--- config.mk ---
export PLATFORM = sky130hd
export DESIGN_NAME = cpu_controller
export DESIGN_NICKNAME = d
export VERILOG_FILES = /design/src/rtl/cpu_controller.sv
export SDC_FILE = /design/constraint.sdc
export NUM_CORES = 1
export LEC_CHECK = 0
export ABC_AREA = 0
export ABC_CLOCK_PERIOD_IN_PS = 2900
export BUFFER_PORTS_ARGS = -buffer_cell sky130_fd_sc_hd__clkbuf_2
export CAP_MARGIN = 20
export CELL_PAD_IN_SITES_DETAIL_PLACEMENT = 0
export CELL_PAD_IN_SITES_GLOBAL_PLACEMENT = 1
export CORE_UTILIZATION = 35
export CTS_CLUSTER_DIAMETER = 40
export DETAILED_ROUTE_END_ITERATION = 8
export PLACE_DENSITY_LB_ADDON = 0.1
export SETUP_SLACK_MARGIN = 0.2
export SLEW_MARGIN = 15
export SYNTH_ARGS = -nofsm -noshare
export SYNTH_HDL_FRONTEND = slang
export SYNTH_SLANG_ARGS = --single-unit
--- constraint.sdc ---
create_clock -name clk -period 2.9 [get_ports clk]
set_input_delay 0.145 -clock clk [delete_from_list [all_inputs] [get_ports clk]]
set_output_delay 0.145 -clock clk [all_outputs]
set_load 0.02 [all_outputs]
--- src/rtl/cpu_controller.sv ---
// cpu_controller: multi-cycle sequencer for the 4-bit accumulator datapath.
// Runs FETCH -> DECODE -> EXECUTE per instruction. It drives the datapath controls
// combinationally in EXECUTE and presents register values on a valid/ready port.
module cpu_controller #(
  parameter logic [3:0] RESET_PC = 4'h0
) (
  input  logic       clk,
  input  logic       rst,
  input  logic       start,
  output logic       busy,
  output logic       halted,
  output logic [3:0] imem_addr,
  input  logic [7:0] imem_data,
  output logic       dp_mux_sel,
  output logic       dp_load,
  output logic [1:0] dp_alu_sel,
  output logic [3:0] dp_mux_data,
  output logic [3:0] dp_alu_b,
  input  logic       dp_carry,
  input  logic [3:0] dp_reg,
  output logic [3:0] out_data,
  output logic       out_valid,
  input  logic       out_ready
);

  typedef enum logic [2:0] {
    StIdle,
    StFetch,
    StDecode,
    StExecute,
    StHalt
  } state_e;

  state_e     state_q, state_d;
  logic [3:0] pc_q, pc_d;
  logic [7:0] ir_q, ir_d;
  logic       carry_q, carry_d;

  logic [3:0] op;
  logic [3:0] imm;
  logic [3:0] pc_inc;

  assign op        = ir_q[7:4];
  assign imm       = ir_q[3:0];
  assign pc_inc    = pc_q + 4'd1;  // natural 4-bit wrap F -> 0
  assign imem_addr = pc_q;
  assign busy      = (state_q == StFetch) || (state_q == StDecode) || (state_q == StExecute);
  assign halted    = (state_q == StHalt);

  // Next-state, pc/ir/carry updates and EXECUTE-phase datapath controls.
  always_comb begin
    state_d     = state_q;
    pc_d        = pc_q;
    ir_d        = ir_q;
    carry_d     = carry_q;
    dp_mux_sel  = 1'b0;
    dp_load     = 1'b0;
    dp_alu_sel  = 2'b00;
    dp_mux_data = 4'h0;
    dp_alu_b    = 4'h0;
    out_data    = 4'h0;
    out_valid   = 1'b0;

    unique case (state_q)
      StIdle, StHalt: begin
        if (start) begin
          state_d = StFetch;
          pc_d    = RESET_PC;
          carry_d = 1'b0;
        end
      end
      StFetch: begin
        state_d = StDecode;
      end
      StDecode: begin
        state_d = StExecute;
        ir_d    = imem_data;
      end
      StExecute: begin
        state_d = StFetch;
        pc_d    = pc_inc;
        casez (op)
          4'b0001: begin
            dp_mux_data = imm;
            dp_load     = 1'b1;
          end
          4'b01??: begin
            dp_alu_sel = op[1:0];
            dp_alu_b   = imm;
            dp_mux_sel = 1'b1;
            dp_load    = 1'b1;
            carry_d    = dp_carry;
          end
          4'b1000: pc_d = imm;
          4'b1001: if (carry_q) pc_d = imm;
          4'b1010: if (dp_reg == 4'h0) pc_d = imm;
          4'b1011: begin
            out_valid = 1'b1;
            out_data  = dp_reg;
            // Stall in EXECUTE until the consumer takes the value.
            if (!out_ready) begin
              state_d = StExecute;
              pc_d    = pc_q;
            end
          end
          4'b1111: begin
            state_d = StHalt;
            pc_d    = pc_q;
          end
          default: ;
        endcase
      end
      default: state_d = StIdle;
    endcase

    // A reset edge must not load the datapath register or complete a transfer.
    if (rst) begin
      dp_load   = 1'b0;
      out_valid = 1'b0;
    end
  end

  // State registers with synchronous active-high reset.
  always_ff @(posedge clk) begin
    if (rst) begin
      state_q <= StIdle;
      pc_q    <= RESET_PC;
      ir_q    <= 8'h00;
      carry_q <= 1'b0;
    end else begin
      state_q <= state_d;
      pc_q    <= pc_d;
      ir_q    <= ir_d;
      carry_q <= carry_d;
    end
  end

endmodule

== Yosys cells after proc, flatten, opt, wreduce, memory -nomap -nowiden ==
Cells that the tools add are included.

* Register bits: 16
* Input bits: 17
* Output and inout port bits: 23
* Word-level logic and storage cells: 58

* Add/subtract/negate cells: 1
* Equality and inequality tests: 15
* Mux-type cells: 29
* Reductions and logical operators: 9

{| class="wikitable"
|+ Operators with widths
! operator !! number
|-
| $mux 4 || 10
|-
| $eq 4x4->1 const B || 5
|-
| $pmux 4 s5 || 1
|-
| $pmux 3 s4 || 1
|-
| $mux 1 || 10
|-
| $pmux 4 s2 || 1
|-
| $eq 3x2->1 const B || 2
|-
| $mux 2 || 3
|-
| $pmux 3 s2 || 1
|-
| $add 4x1->4 const B || 1
|-
| $eq 4x1->1 const B || 1
|-
| $logic_not 4->1 || 1
|-
| $ne 2x2->1 const B || 2
|-
| $reduce_and 4->1 || 1
|-
| $reduce_or 2->1 || 2
|-
| $eq 3x1->1 const B || 1
|-
| $eq 3x3->1 const B || 1
|-
| $logic_not 3->1 || 1
|-
| $mux 3 || 1
|-
| $ne 3x3->1 const B || 1
|-
| $reduce_and 3->1 || 1
|-
| $eq 2x1->1 const B || 1
|-
| $logic_or 1x1->1 || 2
|-
| $ne 2x1->1 const B || 1
|-
| 2 further kinds || 2
|}

== Depth between registers and ports, before layout ==
* Depth after elaboration: 5
* Depth in mapped cells: 5
* Mapped depth without buffers: 5

== Worst setup path after synthesis ==
Ideal clock, no wire load.

* Kind: flip-flop to output port
* Start: register state_q[2]
* End: output port dp_alu_b[0]
* Arrival: 1.430 ns
* Required time: 2.755 ns
* Path slack: 1.325 ns
* Stages on the path, launching flop included: 4
* Buffers on the path: 0
* Path through: dfxtp_1 > nand3b_2 > nor3b_2 > and2_1

* Word-level cells in the longest chain between the ends: 2

{| class="wikitable"
|+ RTL lines
! item !! line !! text
|-
| from (decl) || 34 || <nowiki>state_e state_q, state_d;</nowiki>
|-
| from (signal assigned) || 126 || <nowiki>state_q <= StIdle;</nowiki>
|-
| from (signal assigned) || 131 || <nowiki>state_q <= state_d;</nowiki>
|-
| $eq 3x2->1 || 64 || <nowiki>unique case (state_q)</nowiki>
|-
| $mux 4 || 64 ||
|-
| to (decl) || 18 || <nowiki>output logic [3:0] dp_alu_b,</nowiki>
|}

No other way between the ends.

== Worst setup path after layout ==
* Start: register state_q[2]
* End: output port dp_alu_b[3]

Same word-level chain as after synthesis.

==> impl_metrics.tcl <==
set metrics [dict create \
    start_kind "register" \
    grt_setup_unrepaired "no" \
    syn_to_final_growth_pct 27.32 \
    num_io_pins 40 \
    hp-class "in -> reg" \
    first_pass_iters 4 \
    fmax_mhz 506.5 \
    synthCells 108 \
    die_w_um 53.54 \
    syn_area_um2 929.6 \
    ctsHtreeMaxLevel 1 \
    synthSimpleGateAreaFrac_pct 31.09 \
    grt-ovfl-total 0 \
    fin_crit_sh_pct 68.08 \
    place_congestion 0.8060 \
    fin_nets 167 \
    cts.clk_slew.worst_paths_ns 0.10 \
    antenna_found_initial 0 \
    setup_viol 0 \
    synthXorXnorAreaFrac_pct 0 \
    final.setup_skew_ns 0.005228 \
    yosysTopAreaCellShare_pct 34.45 \
    vias 918 \
    pwr-share-seq_pct 50.4 \
    drtIter0Drc 13 \
    ys_types 34 \
    required_ns 2.76 \
    hold_viol_final 0 \
    dieArea_um2 2866 \
    drive_above_1_share_pct 35.14 \
    critical_path_class "reg -> out" \
    drc 0 \
    die_h_um 53.54 \
    grt_max_degree 17 \
    placed_area_um2 1147 \
    finalPower_mw 0.5073 \
    synth_compound_area_share_pct 17.63 \
    drt-wirelength-per-cell_um 13.21 \
    synth.avg_cell_area_um2 8.608 \
    grt_pass1_vias 844 \
    synth_area_leaders "dfxtp_1, mux2i_1, and2_1" \
    p_clk_share_pct 30.0 \
    post_cts_resized 0 \
    syn_nets 126 \
    n_antenna_cell 0 \
    p_int_mw 0.3522 \
    ys_ff_latch 16 \
    p_leak_nw 0.5513 \
    core_um2 2500 \
    postCtsHoldBufs 0 \
    clk_latency_ns 0.29 \
    cts_setup_buffers 0 \
    status "finished clean" \
    slowest_stage "nor3b_2" \
    worst_pin_slew_ns 0.5206 \
    ant_nets 0 \
    cts.sink_count 16 \
    critPathCaptureType "primary output" \
    fin_setup_tns_ns 0 \
    num_rows 18 \
    maxSlewViolCount 0 \
    vias_per_cell 5.157 \
    whs_ns 0.08903 \
    power.share.combinational_pct 19.6 \
    p_per_area_nw_per_um2 428.6 \
    cap_violations 0 \
    crit_chain "nand3b_2 -> nor3b_2 -> and2_1 -> clkbuf_2" \
    yosys.area.top_type "dfxtp_1" \
    synth_top_family_by_area "simple AND/OR/NAND/NOR gates" \
    synth.yosys.seq_area_share_pct 34.45 \
    start_util_pct 37.19 \
    fin_area_um2 1184 \
    tritoncts.num_buffers 3 \
    grt_pass1_wl_mm 3.795 \
    arrival_ns 1.83 \
    power_switching_mw 0.1550 \
    port-buffer-count 39 \
    cp_max_fo 9 \
    relSlewSlack_pct 65.14 \
    layout_min_cycle_time_ns 1.974 \
    synthMuxAreaShare_pct 11.84 \
    yosysWarnings 0 \
    peakVddDrop_uv 266.5 \
    cts_root_buf "clkbuf_4" \
    cts_buffer_depth 2 \
    p_sw_share_pct 30.56 \
    synth_fa_ha_area_share_pct 1.346 \
    dp_hpwl_mm 1.800 \
    max_stage_delay_ns 0.51 \
    grtUsageTotal_pct 18.17 \
    routed_wl_mm 2.351 \
    cts_tree "yes" \
]
critical path, delay by kind of cell, from the launching register on:
family / cells / cell delay [ns]
and+or+nand+nor: 3 / 1.02
DFF: 1 / 0.35
buffers and inverters: 1 / 0.16
Yosys cell counts:
master and count:
mux2i_1 11, nand2_1 4, a32oi_1 1, and3_2 1, nand3_1 3, o22ai_1 1, nor4_1 4, o2bb2ai_4 1
and2_2 1, o21ai_0 5, and2_1 14, buf_4 1, nor2_1 13, nand3b_2 1, nand2b_1 1, clkbuf_1 2
nand2_4 1, inv_1 5, or2b_1 1, a211oi_2 1, a31oi_1 1, nand3b_1 1, and2b_2 1, o41a_1 1
nor3b_2 1, o311a_1 1, a21oi_1 8, nor3_1 1, nor2_2 1, nor2b_1 1, dfxtp_1 16, a211o_1 1
ha_1 1, a211oi_1 1
cells by family (layout without fill, tap and decap cells):
family / Yosys count / after routing
AOI/OAI and AO/OA: 22 / 22
DFF: 16 / 16
adders and majority gates: 1 / 1
buffers and inverters: 8 / 48
and+or+nand+nor: 50 / 50
muxes: 11 / 11
power groups by stage:
stage	Sequential [mW]	Combinational (mW)	Clock, mW
after global routing	0.258	0.111	0.171
after floorplan	0.252	0.0750	0
after detailed placement	0.260	0.0999	0
final	0.256	0.0996	0.152
after CTS	0.255	0.100	0.159
after global placement	0.260	0.0977	0
final timing paths:
kind,from,endpoint,slack (ns),cells past startpoint
worst max-delay path,state_q[2],dp_alu_b[3],0.93,4
worst min-delay path,imem_data[3],ir_q[3],0.09,3
worst max register to register,state_q[2],carry_q,1.38,4
worst min register to register,imem_addr[3],imem_addr[3],0.49,2
through the flow:
step           util (%)  setup WS (ns)  cells
2_1_floorplan         -          1.325    108
5_1_grt           47.35         0.7336    178
4_1_cts           47.35         0.9102    178
3_5_place_dp      45.90          1.250    174
6_report          47.35         0.9256    178
3_3_place_gp      45.90          1.314    174
cell type report:
cell class / instances / area (um2)
clock buffer: 4 / 36.28
tap: 30 / 37.54
fill: 272 / 1316
multi-input combinational: 84 / 575.6
inverter: 5 / 18.77
timing repair buffer: 39 / 195.2
sequential: 16 / 320.3
cell usage in the layout, fill, tap and decap left out, drive strengths merged, types with 2 or more instances in the layout:
cell type and count:
nand3b 2, and2 15, a21oi 8, mux2i 11, clkbuf 43, nand3 3
nand2 5, inv 5, o21ai 5, nor2 14, a211oi 2, dfxtp 16
nor4 4
metal layers:
| metal | track usage, % | vias up | wire length, um |
|---|---|---|---|
| met5 | 0 | - | 0 |
| li1 | - | 463 | - |
| met1 | 25.04 | 420 | 1148 |
| met2 | 27.50 | 33 | 1032 |
| met3 | 5.650 | 2 | 154 |
| met4 | 3.947 | 0 | 15 |
flip-flops by register name, summed over array words and instances, names as in the netlist:
name       flops
ir_q           8
imem_addr      4
state_q        3
carry_q        1
Power figures use the tool's default switching activity.
